===== src/rtl/simt_pkg.sv =====
// rtl/simt_pkg.sv - shared SIMT types and defaults used by the frame launch controller
//
// Purpose: holds the frame launch sequencer state encoding and the default
// framebuffer geometry so the sequencer and its users agree on them.
// Ports: none (package).
package simt_pkg;

  typedef enum logic [3:0] {
    FS_IDLE   = 4'd0,
    FS_SMRST  = 4'd1,
    FS_SETTLE = 4'd2,
    FS_SETUP0 = 4'd3,
    FS_SETUP1 = 4'd4,
    FS_CLEAR  = 4'd5,
    FS_LAUNCH = 4'd6,
    FS_RUN    = 4'd7,
    FS_DONE   = 4'd8
  } frame_ctrl_state_e;

  localparam logic [31:0] FB_BASE_DEFAULT  = 32'h0000_2000;
  localparam int unsigned FB_WORDS_DEFAULT = 128;

endpackage


===== src/rtl/frame_launch_ctrl.sv =====
// rtl/frame_launch_ctrl.sv - per-frame reset/seed/clear/launch sequencer for the SM
//
// Purpose: for each of NUM_FRAMES frames, resets the SM, seeds the zero and
// angle registers, clears the framebuffer, launches warp 0 and waits for it
// to exit (or time out), then reports the frame and advances the angle.
// Ports:
//   clk, rst          clock and synchronous active-high reset
//   start             begin a run (sampled in IDLE only)
//   busy              high whenever not IDLE
//   sm_rst_n          active-low reset to the SM
//   rf_wr_*           register-file write port (warp 0, lane 0)
//   mem_wr_*          framebuffer clear writes, valid/ready handshake
//   launch, launch_*  one-cycle warp 0 launch with PC and active mask
//   warp_exit         level, warp 0 has exited
//   frame_done        one-cycle pulse per finished frame, with frame_idx
//   all_done          one-cycle pulse after the last frame
//   timeout_err       sticky RUN timeout flag, cleared by start
module frame_launch_ctrl
  import simt_pkg::*;
#(
  parameter int unsigned NUM_FRAMES    = 48,
  parameter logic [31:0] FB_BASE       = FB_BASE_DEFAULT,
  parameter int unsigned FB_WORDS      = FB_WORDS_DEFAULT,
  parameter logic [15:0] ANGLE_STEP    = 16'h0555,
  parameter logic [7:0]  ANGLE_REG     = 8'd15,
  parameter logic [7:0]  ZERO_REG      = 8'd20,
  parameter int unsigned RESET_CYCLES  = 10,
  parameter int unsigned SETTLE_CYCLES = 5,
  parameter logic [31:0] START_PC      = 32'h0,
  parameter logic [31:0] LAUNCH_MASK   = 32'h1,
  parameter int unsigned TIMEOUT       = 5_000_000
) (
  input  logic        clk,
  input  logic        rst,
  input  logic        start,
  output logic        busy,
  output logic        sm_rst_n,
  output logic        rf_wr_en,
  output logic [7:0]  rf_wr_reg,
  output logic [31:0] rf_wr_data,
  output logic        mem_wr_valid,
  input  logic        mem_wr_ready,
  output logic [31:0] mem_wr_addr,
  output logic [31:0] mem_wr_data,
  output logic        launch,
  output logic [31:0] launch_pc,
  output logic [31:0] launch_mask,
  input  logic        warp_exit,
  output logic        frame_done,
  output logic [7:0]  frame_idx,
  output logic        all_done,
  output logic        timeout_err
);

  frame_ctrl_state_e state;

  // Shared down-counter for SMRST, SETTLE and RUN durations.
  logic [31:0] cnt;
  logic [31:0] word_idx;
  logic [15:0] angle;

  logic last_word;
  logic last_frame;
  logic run_first;

  assign last_word  = (word_idx == FB_WORDS - 1);
  assign last_frame = (frame_idx == 8'(NUM_FRAMES - 1));
  // The counter is loaded with TIMEOUT-1 on launch, so this value marks the
  // first RUN cycle, where a stale exit from the previous frame may linger.
  assign run_first  = (cnt == TIMEOUT - 1);

  assign mem_wr_data = 32'h0;
  assign launch_pc   = START_PC;
  assign launch_mask = LAUNCH_MASK;

  always_ff @(posedge clk) begin
    if (rst) begin
      state        <= FS_IDLE;
      busy         <= 1'b0;
      sm_rst_n     <= 1'b0;
      rf_wr_en     <= 1'b0;
      rf_wr_reg    <= 8'h0;
      rf_wr_data   <= 32'h0;
      mem_wr_valid <= 1'b0;
      mem_wr_addr  <= 32'h0;
      launch       <= 1'b0;
      frame_done   <= 1'b0;
      frame_idx    <= 8'h0;
      all_done     <= 1'b0;
      timeout_err  <= 1'b0;
      cnt          <= 32'h0;
      word_idx     <= 32'h0;
      angle        <= 16'h0;
    end else begin
      launch     <= 1'b0;
      frame_done <= 1'b0;
      all_done   <= 1'b0;

      case (state)
        FS_IDLE: begin
          sm_rst_n <= 1'b1;
          if (start) begin
            state       <= FS_SMRST;
            busy        <= 1'b1;
            sm_rst_n    <= 1'b0;
            frame_idx   <= 8'h0;
            angle       <= 16'h0;
            timeout_err <= 1'b0;
            cnt         <= RESET_CYCLES - 1;
          end
        end

        FS_SMRST: begin
          if (cnt == 32'h0) begin
            state    <= FS_SETTLE;
            sm_rst_n <= 1'b1;
            cnt      <= SETTLE_CYCLES - 1;
          end else begin
            cnt <= cnt - 32'd1;
          end
        end

        FS_SETTLE: begin
          if (cnt == 32'h0) begin
            state      <= FS_SETUP0;
            rf_wr_en   <= 1'b1;
            rf_wr_reg  <= ZERO_REG;
            rf_wr_data <= 32'h0;
          end else begin
            cnt <= cnt - 32'd1;
          end
        end

        FS_SETUP0: begin
          state      <= FS_SETUP1;
          rf_wr_reg  <= ANGLE_REG;
          rf_wr_data <= {16'h0, angle};
        end

        FS_SETUP1: begin
          state        <= FS_CLEAR;
          rf_wr_en     <= 1'b0;
          mem_wr_valid <= 1'b1;
          mem_wr_addr  <= FB_BASE;
          word_idx     <= 32'h0;
        end

        FS_CLEAR: begin
          // Address only moves on an accepted beat, so it holds under backpressure.
          if (mem_wr_valid && mem_wr_ready) begin
            if (last_word) begin
              state        <= FS_LAUNCH;
              mem_wr_valid <= 1'b0;
              launch       <= 1'b1;
            end else begin
              word_idx    <= word_idx + 32'd1;
              mem_wr_addr <= mem_wr_addr + 32'd4;
            end
          end
        end

        FS_LAUNCH: begin
          state <= FS_RUN;
          cnt   <= TIMEOUT - 1;
        end

        FS_RUN: begin
          if (warp_exit && !run_first) begin
            state      <= FS_DONE;
            frame_done <= 1'b1;
          end else if (cnt == 32'h0) begin
            state       <= FS_DONE;
            frame_done  <= 1'b1;
            timeout_err <= 1'b1;
          end else begin
            cnt <= cnt - 32'd1;
          end
        end

        FS_DONE: begin
          if (last_frame) begin
            state    <= FS_IDLE;
            busy     <= 1'b0;
            all_done <= 1'b1;
          end else begin
            state     <= FS_SMRST;
            sm_rst_n  <= 1'b0;
            cnt       <= RESET_CYCLES - 1;
            frame_idx <= frame_idx + 8'd1;
            angle     <= angle + ANGLE_STEP;
          end
        end

        default: begin
          state <= FS_IDLE;
          busy  <= 1'b0;
        end
      endcase
    end
  end

endmodule


===== config.mk =====
export PLATFORM = sky130hd
export DESIGN_NAME = frame_launch_ctrl
export DESIGN_NICKNAME = d
export VERILOG_FILES = /design/src/rtl/simt_pkg.sv /design/src/rtl/frame_launch_ctrl.sv
export SDC_FILE = /design/constraint.sdc
export NUM_CORES = 1
export LEC_CHECK = 0
export BUFFER_PORTS_ARGS = -buffer_cell sky130_fd_sc_hd__buf_2
export CORE_MARGIN = 4
export CORE_UTILIZATION = 25
export DETAILED_ROUTE_END_ITERATION = 6
export SLEW_MARGIN = 20
export SYNTH_ARGS = -nofsm -noshare
export SYNTH_HDL_FRONTEND = slang
export SYNTH_SLANG_ARGS = --single-unit

===== constraint.sdc =====
create_clock -name clk -period 2.9 [get_ports clk]
set_clock_uncertainty 0.1 [all_clocks]
set_input_delay 0.29 -clock clk [delete_from_list [all_inputs] [get_ports clk]]
set_output_delay 0.29 -clock clk [all_outputs]
set_load 0.05 [all_outputs]

==> metrics list, run 1 <==
* Result of the run: finished, final reports clean
- Most frequently used cell type in the post-synthesis netlist: dfxtp_1
* Post-synth EDFFs: 0
* Cts bufs inserted: 17
- Across the run, the number of max-cap violations was 0.
- The worst setup path is captured at a flip-flop.
- For this run, design rule violations remaining after detail routing come to 0.
- Required time of the critical path: roughly 3200 ps
* Top area cells in the synthesized netlist: dfxtp_1 (37%), buf_4 (11%), nor2_1 (6.6%)
* Clock Sink Count: about 150
- For this run, the slowest stage of the critical path takes between 400 and 500 ps.
- Die X: 187.6 um
- Clock buffer depth: 2
* Share of synthesized cell area in full adder, half adder and majority cells: 1.303%
- Dividing the detail-routed via count by the number of cells gives 4.529.
- After detailed routing, the total wire length is between 15 and 20 mm.
- The congestion estimate from routability-driven global placement came to ~0.84.
- Setup total negative slack on the finished layout was measured at 0 ps.
* Critical path data arrival time: between 2000 and 3000 ps
* Classification of the worst setup path: flip-flop to flip-flop
- Area of the mapped netlist: between 8000 and 9000 sq um
* Finished Core Util: approximately 29%
- Once detailed placement completed, the half-perimeter wirelength came to 14.16 mm.
* Placed cell count: 1462
- The die is approximately 190 um tall.
- For this run, the top clock speed supported by timing is roughly 380 MHz.
- Synthesis warning total: 0
* Leakage: 3.622 nW
- Parity-gate share of the synthesized area counting xor and xnor cells: around 8.6%
- Distinct cell type count of the synthesized netlist: 70
- Final setup violating endpoints: 0
* Post-synth top flop: dfxtp_1
* Slew at the pin with the worst max-slew slack: approximately 640 ps
- Number of antenna violations at the first check in global routing: 1
* Main combinational cell family by area after synthesis: simple AND/OR/NAND/NOR gates
- Synthesized area per cell: between 8 and 9 sq um
- Input and output buffers added on the ports amount to ~70.
- Biggest registers after layout: cnt x32, word_idx x32, mem_wr_addr x30
- The via count of the first global-routing pass came to 6169.
- The H-tree was split into 4 levels.
- The worst path in the final design needs a cycle of approximately 2700 ps, including I/O delays and setup.
* Via count of the routed design: a little under 7k
- The final critical path takes up between 90% and 100% of the cycle.
* Area fraction in compound gates after synthesis: around 13%
* Sequence of cells on the critical path: nor4_1 > nand2_2 > o31a_1 > o21bai_4 > nand3_4 > or3_1 > a21oi_2
- The share of synthesized area in the top cell type comes to ~37%.
* Portion of netlist area occupied by mux cells: 0%
* Maximum number of pins on one net before global-route repair: 52
- The number of pins exceeding their max-slew limit in the final report came to 0.
* Clock root buffer: clkbuf_16
- The layout has between 3k and 4k filler cells.
- Sorting the synthesized cells by how often they occur yields dfxtp_1 (149), nor2_1 (142), buf_4 (120).
- Post-synth ARST share: 0%
- Global routing finished with a remaining overflow of 0.
- Standard-cell row count: 65
- Dividing total power by cell area gives a power density of a little over 1000 nW/um^2.
* DRT Pass-1 Iters: 5
* Final Hold Violating Endpoints: 0
- DRC marker count from the first detailed-route iteration: 353
- P&R area growth vs syn: 14.51%
- Largest fanout on the critical path: 20
- For this design the top-level I/O count stands at around 190.
- TritonCTS built the clock tree.
- In the final layout, the share of cells above drive strength 1 is around 15%.
- Unrepaired setup endpoints after global routing: false
- DRT antenna net count: 0
- Family with the most delay on the worst path: simple AND/OR/NAND/NOR gates
- Synthesis produced a netlist whose cell count is between 900 and 1k.
* Buffers plus inverters on the worst setup path: 0
- Once routing completed, OpenROAD measured the worst setup slack at roughly 250 ps.
* Hold buffer count at cts: 0
- Number of standard cells in the final layout excluding fillers: around 1.5k
- Area of the core region: 31720 sq um
- In this run the tightest slew margin relative to its limit is a little under three fifths.
* Area enclosed by the die boundary: roughly 35000 sq um
- Cell with the largest stage delay on the worst path: nor4_1
- Counting flops and latches in the post-synthesis netlist gives around 150.
* Synthesized-area fraction occupied by and/or/nand/nor cells: between 20% and 30%
- Tot GR Track Use: between 10% and 20%
* Initial Utilization: between 20% and 30%
* Post-Place Setup Slack: between 15 and 20 ps
- Post-route worst hold slack: roughly 130 ps
* Maximum ir drop on the vdd rail: 0.0004534 V
- In the final routed layout, each cell accounts on average for between 10 and 15 um.
- Clock transition at the register clock pins on the worst setup and hold paths after CTS: roughly 60 ps
* Net count of the finished layout: between 1k and 1.5k
- Sequential cell area fraction in the yosys report: approximately 37%
- Startpoint types: flip-flop
- At the later pin of the worst-skew pair, clock insertion delay measures about 430 ps.
- Path type of the worst min-delay path: input pin to flip-flop
- Number of antenna diodes: 0
* Library cell occupying the most area in the post-synthesis netlist: dfxtp_1
* Wire length of the first global-routing pass: ~31 mm
## final cells by class
type,count,area [sq um],area share (%)
Inverter,15,56.30,0.6097
Tap cell,402,503.0,5.446
Timing Repair Buffer,112,675.6,7.316
Multi-Input combinational cell,787,4418,47.84
Sequential cell,149,2983,32.30
Clock inverter,8,125.1,1.355
Clock buffer,22,474.2,5.135
## where the power goes
group	internal [mW]	total, mW	switching (mW)	leakage [nW]
clock network	1.41	2.28	0.871	0.292
logic	1.66	4.65	2.99	2.13
registers	2.30	2.61	0.307	1.20
## layout by cell type (no fill, tap or decap), types with 6 or more instances in the layout
cell,count
nand4_1,21
o21ai_0,33
a21oi_1,64
buf_4,40
buf_2,71
and2_1,6
nand2b_1,10
inv_1,15
nor3_1,24
dfxtp_1,149
conb_1,117
or3_1,8
nor4_1,18
xor2_1,45
o2bb2ai_1,6
and4_1,12
and3_1,12
nand3_1,60
a211oi_1,7
a31oi_1,6
nand2_1,72
xnor2_1,34
o22ai_1,6
ha_1,6
clkbuf_16,17
nor2_1,142
## stage by stage
step | cell area [sq um] | total power [mW]
after global placement | 8583 | 7.013
after global routing | 9235 | 10.19
final | 9235 | 9.533
after floorplan | 8497 | 5.987
after CTS | 9183 | 9.375
after detailed placement | 8583 | 7.043
## worst register-to-register path: cells and delay by family (launching register included)
family	cells	cell delay [ps]
AND/OR/NAND/NOR	4	1340
AO/OA/AOI/OAI	3	810
flip-flops	1	340
## metal layers
metal	up-vias	global-route usage [%]	routed length, um
li1	3399	-	-
met1	3158	14.11	8894
met2	187	16.91	8928
met3	25	3.239	1294
met4	2	3.077	308
met5	-	0	19
## worst paths after layout
path,startpoint,endpoint,slack [ps],cells past startpoint
setup / recovery,cnt[28],cnt[2],250,7
setup reg to reg,cnt[28],cnt[2],250,7
hold / removal,rst,mem_wr_valid,130,2
hold reg to reg,rf_wr_reg[4],rf_wr_reg[4],360,2
## what timing repair did
item,CTS,global route
hold endpoints to repair,0,0
endpoints found under the setup margin,0,28
setup buffers,0,3
resized for setup,0,5
## kinds of logic after synthesis
logic type | count (synthesis)
and+or+nand+nor | 420
xor gates and xnor gates | 79
AOI/OAI and AO/OA | 162
DFF | 149
buffers and inverters | 175
other | 2
adders and majority gates | 9
No activity file was read; power rests on OpenSTA's default activity.
==> run 2, diff against run 1 <==
- PLACE_DENSITY_LB_ADDON: unset -> 0.05
==> metrics list, run 2 (synthesis gave the netlist of run 1 again) <==
- Biggest registers after layout: cnt x32, word_idx x32, mem_wr_addr x30
- Global route total overflow: 0
- After layout, the worst setup slack is between 200 and 250 ps.
- Result of the run: finished, final reports clean
* Final WL: approximately 23 mm
- Along the worst path, the maximum fanout reaches 13.
- For this run, design rule violations remaining after detail routing come to 0.
- Excluding fillers, the count of instances in the completed layout stands at around 1.5k.
- Max-cap violations in this run came to 0.
- The congestion estimate from routability-driven global placement came to between 0.7 and 0.8.
- Once the floorplan was initialized, standard cells occupied between 20% and 30% of the core.
* Number of cells on the worst hold path: 2
* Wire length of the first global-routing pass: between 30 and 40 mm
- Sink of the worst hold path: mem_wr_valid
* Post-Place Setup Slack: between 100 and 150 ps
- Maximum frequency from static timing analysis: ~380 MHz
- Row generation in the floorplan step produced 65 rows.
* Most used cells in the layout excluding fill and tap cells: dfxtp_1 (149), nor2_1 (142), conb_1 (117)
* Commonest non-fill, non-tap cell in the layout: dfxtp_1
* Final setup violating endpoints: 0
- Detail-routed via count per cell: 4.442
* Placed cell count: around 1.5k
- Final Hold Violating Endpoints: 0
- Required time of the critical path: around 3100 ps
* P&R area growth vs syn: 15.31%
- DRT Pass-1 Iters: 5
- Buffers placed on the I/O ports in this run total slightly above 70.
- In this run the horizontal extent of the chip is ~190 um.
- In this run the tightest slew margin relative to its limit is 32.30%.
- After detailed routing, the average wire length per cell comes to around 15 um.
- Classification of the worst setup path: flip-flop to flip-flop
* DRT antenna net count: 0
* Clock Latency Late Sink: between 400 and 500 ps
- Fill cell total of the finished layout: ~3.5k
- H-tree depth: 4
* Clock Sink Count: roughly 150
- Number of antenna diodes: 0
- TritonCTS built the clock tree.
* Cell Pwr Density: roughly 1000 nW/um^2
* Maximum ir drop on the vdd rail: roughly 0.00048 V
- After clock tree synthesis, the flow added hold-fix buffers numbering 0.
- Clock buffer depth: 2
- STA puts the critical path data arrival time at around 2900 ps.
- Area enclosed by the die boundary: between 30000 and 40000 sq um
- After legalization and detailed placement, the total HPWL measured between 15 and 20 mm.
- Maximum number of pins on one net before global-route repair: 36
* Startpoint types: flip-flop
- Worst r2r src: cnt[0]
- DRC marker count from the first detailed-route iteration: just over 300
- The number of antenna violations at the first check in global routing came to 1.
* Cts bufs inserted: 17
- Register-to-Register Path Depth: 11
- Via count of the routed design: between 6k and 7k
* Clock transition at the register clock pins on the worst setup and hold paths after CTS: approximately 70 ps
- In this run the count of I/O pins placed on the die edge is between 150 and 200.
- Number of global-route vias before repair: approximately 6.4k
- Fraction of final layout cells with drive strength greater than 1: around 16%
* Leakage: ~3.7 nW
* Worst Setup End Kind: flip-flop
* Final count of pins violating max slew: 0
* Slew at the pin with the worst max-slew slack: around 1000 ps
* Tot GR Track Use: between 10% and 20%
- For the finished layout, the period the worst path requires is approximately 2700 ps.
* Setup slack, reg-to-reg: approximately 240 ps
- The core region is 31720 sq um.
* Net count of the finished layout: 1106
- Hold path start: rst
* Path type of the worst min-delay path: input pin to flip-flop
* Crit Reg-Reg Endpoint: cnt[24]
* Unrepaired setup endpoints after global routing: false
- Clock root buffer: clkbuf_16
- Final cycle utilization of the critical path: 91.60%
- In this run the vertical extent of the chip is ~190 um.
* Final setup TNS: 0 ps
[run 2: repair_timing]
item,in CTS,in global routing
gates resized for setup,0,5
endpoints found under the setup margin,0,29
buffers inserted,0,1
[run 2: area by class of cell]
cell class / count / area (sq um) / share of cell area, %
inverters: 15 / 56.30 / 0.6054
clock inverters: 11 / 103.9 / 1.117
flip-flops and latches: 149 / 2983 / 32.07
clock buffers: 21 / 450.4 / 4.843
repair buffers: 125 / 773.2 / 8.314
well taps: 402 / 503.0 / 5.408
multi-input cells: 787 / 4431 / 47.64
[run 2: metrics by stage]
step                      hold WS (ps)  util (%)  power (mW)  area [sq um]
after floorplan                  341.5         -       5.987          8497
after global placement           348.9     27.45       7.521          8707
after detailed placement         357.2     27.45       7.430          8707
after CTS                        65.75     29.20       9.659          9261
after global routing             84.05     29.32       10.38          9300
final                            79.69     29.32       9.629          9300
[run 2: power by group]
group	switching [mW]	internal [mW]
logic	3.17	1.73
clock network	0.943	1.20
registers	0.279	2.30
total	4.40	5.23
[run 2: critical path, stage by stage, from the launching register on]
cell	delay, ps
dfxtp_1	340
inv_1	100
ha_1	190
nor3b_2	220
nand4_1	140
buf_4	200
o31ai_1	410
a311oi_2	180
and4_1	230
buf_4	190
a21oi_1	160
nor3_1	60
[run 2: worst max path at each step]
stage                             from  cells after the start  slack, ps         to
after floorplan           frame_idx[5]                      7        420  angle[11]
after global placement         cnt[28]                      7        120     cnt[2]
after detailed placement       cnt[28]                      7        100     cnt[4]
after CTS                      cnt[31]                      7         80     cnt[4]
after global routing            cnt[0]                     11         30    cnt[14]
final                           cnt[0]                     11        240    cnt[24]
[run 2: layer usage]
| metal | track usage (%) | part of all wire [%] | vias to the layer above |
|---|---|---|---|
| met3 | 2.718 | 4.2 | 21 |
| met5 | 0 | 0.058 | - |
| met4 | 4.009 | 1.3 | 2 |
| met2 | 19.56 | 44 | 157 |
| li1 | - | - | 3413 |
| met1 | 17.74 | 50 | 3115 |
==> run 3, diff against run 2 <==
==> constraint.sdc (replaced) <==
create_clock -name clk -period 2.9 [get_ports clk]
set_clock_uncertainty 0.1 [all_clocks]
set_input_delay 0.725 -clock clk [delete_from_list [all_inputs] [get_ports clk]]
set_output_delay 0.725 -clock clk [all_outputs]
set_load 0.05 [all_outputs]
==> metrics list, run 3 (synthesis gave the netlist of run 1 again) <==
- Post-route worst hold slack: 359.0 ps
- Tot GR Track Use: ~13%
* Post-CTS setup buffers: 0
- The share of total power dissipated in combinational logic is approximately 49%.
- The run finished with clean final reports.
- Largest fanout on the critical path: 6
- DRT antenna net count: 0
- In this run the deepest clock path goes through 2 buffers.
- Worst relative slew slack: ~28%
* H-tree depth: 4
- The first global-routing pass estimated about 36 mm of wire.
- DRC marker count from the first detailed-route iteration: 356
* Internal power contribution: approximately 5.5 mW
* Critical path data arrival time: around 2900 ps
- For this run, the post-layout net count is roughly 1.1k.
- Worst Setup End Kind: flip-flop
- P&R area growth vs syn: 16.07%
- Required time of the critical path: 3170 ps
- Summed over all layers, the routed wires come to around 23 mm.
- The clock reaches the later pin of the worst-skew pair after about 440 ps.
- Most used cells in the layout excluding fill and tap cells: dfxtp_1 (149), nor2_1 (142), conb_1 (117)
- Standard-cell row count: between 60 and 70
- Maximum number of pins on one net before global-route repair: 59
- Sw power: around 4.4 mW
- Global route total overflow: 0
- Based on the critical path, the design can be clocked at up to 383.6 MHz.
* Unrepaired setup endpoints after global routing: true
- Final cycle utilization of the critical path: between 80% and 90%
- Final Hold Violating Endpoints: 0
* Path type of the worst min-delay path: flip-flop to flip-flop
- The total area inside the core boundary comes to 31720 sq um.
- Detail-routed via count per cell: between 4 and 5
- Power spread over the standard cell area amounts to ~1100 nW/um^2.
- For the final routed database, the setup TNS stands at 0 ps.
- Die X: between 150 and 200 um
- Clock root buffer: clkbuf_16
* Classification of the worst setup path: flip-flop to flip-flop
- In this run the tool buffered the top-level ports with 71 buffer cells.
- The congestion estimate from routability-driven global placement came to roughly 0.75.
- Finished Core Util: a little under 30%
- STA classifies the critical path startpoint as a flip-flop.
* Slew at the pin with the worst max-slew slack: 1067 ps
- Cts bufs inserted: 17
- The number of pins exceeding their max-slew limit in the final report was 0.
- The via count of the first global-routing pass came to around 6.3k.
* Final HPWL from detailed placement: roughly 16 mm
- Number of antenna diodes: 0
- The final route contains slightly below 7k vias.
- Die Ht: about 190 um
- Initial Utilization: approximately a quarter
- Fraction of power spent switching nets: about 45%
* Commonest non-fill, non-tap cell in the layout: dfxtp_1
* DRC violations left: 0
- In this run, the clock network consumes about a quarter of the power.
* Reg power frac: roughly a quarter
- IR analysis of the VDD net gives a maximum drop of about 0.00048 V.
* Fraction of final layout cells with drive strength greater than 1: between 10% and 20%
* Io pins: approximately 190
- DRT Pass-1 Iters: 4
- Number of maximum-capacitance violations: 0
* Clock transition at the register clock pins on the worst setup and hold paths after CTS: about 60 ps
* Clock Sink Count: ~150
- The floorplan step defined a die boundary enclosing 35200 sq um.
* Routed length per placed instance: between 15 and 20 um
- Setup violations remaining at the end of the flow were counted as 0.
- Leakage: 3.676 nW
* TritonCTS clock tree: yes
* Number of antenna violations at the first check in global routing: 1
* Crit path time final: between 2000 and 3000 ps
- The largest registers in the layout are cnt x32, word_idx x32, mem_wr_addr x30.
==> run 3: cell count changes in the layout (fill, tap and decap cells not counted), sizes merged <==
cell    delta
bufinv     +3
inv        -1
clkbuf     -2
buf        -5
clkinv     -1
==> run 3: what timing repair did <==
item,4_1_cts,5_1_grt
endpoints found under the setup margin,0,26
gates resized for setup,0,6
hold buffers,0,0
==> run 3: cell type report <==
class / instances / area (sq um)
clock buffers: 19 / 442.9
clock inverters: 12 / 180.2
fillers: 3387 / 22360
inverters: 15 / 56.30
multi-input cells: 787 / 4436
flip-flops and latches: 149 / 2983
well taps: 402 / 503.0
repair buffers: 120 / 760.7
==> run 3: worst paths after layout <==
check	start	to	slack (ps)	cells past startpoint
worst max register to register	word_idx[6]	word_idx[1]	290	7
worst min register to register	rf_wr_reg[4]	rf_wr_reg[4]	360	2
worst min-delay path	rf_wr_reg[4]	rf_wr_reg[4]	360	2
worst max-delay path	word_idx[6]	word_idx[1]	290	7
==> run 3: power by group through the flow <==
stage	Sequential [mW]	Combinational (mW)	Clock, mW
6_report	2.60	4.88	2.40
5_1_grt	2.64	5.44	2.57
4_1_cts	2.60	4.82	2.51
3_5_place_dp	2.64	4.80	0
3_3_place_gp	2.64	4.86	0
2_1_floorplan	2.68	3.31	0
==> run 3: worst max-delay path, stage by stage (launching register included) <==
cell	delay, ps
dfxtp_1	410
nor4b_1	450
nand3_1	310
o311ai_4	410
buf_4	220
a21oi_1	150
nor2_1	300
a22o_1	200
==> run 3: layer usage <==
metal  wire length [um]  up-vias  track usage [%]
met5                 12        -                0
met4                291        2            4.065
met3                932       15            2.532
met2              10210      158            19.65
met1              11340     3143            17.97
li1                   -     3419                -
==> run 3: per-stage QoR <==
stage,instances,power [mW],cell area (sq um),setup slack [ps]
6_report,1504,9.884,9361,293.2
5_1_grt,1504,10.65,9361,13.07
4_1_cts,1504,9.926,9325,79.19
3_5_place_dp,1473,7.441,8702,92.02
3_3_place_gp,1473,7.502,8702,166.8
2_1_floorplan,1111,5.987,8497,419.7
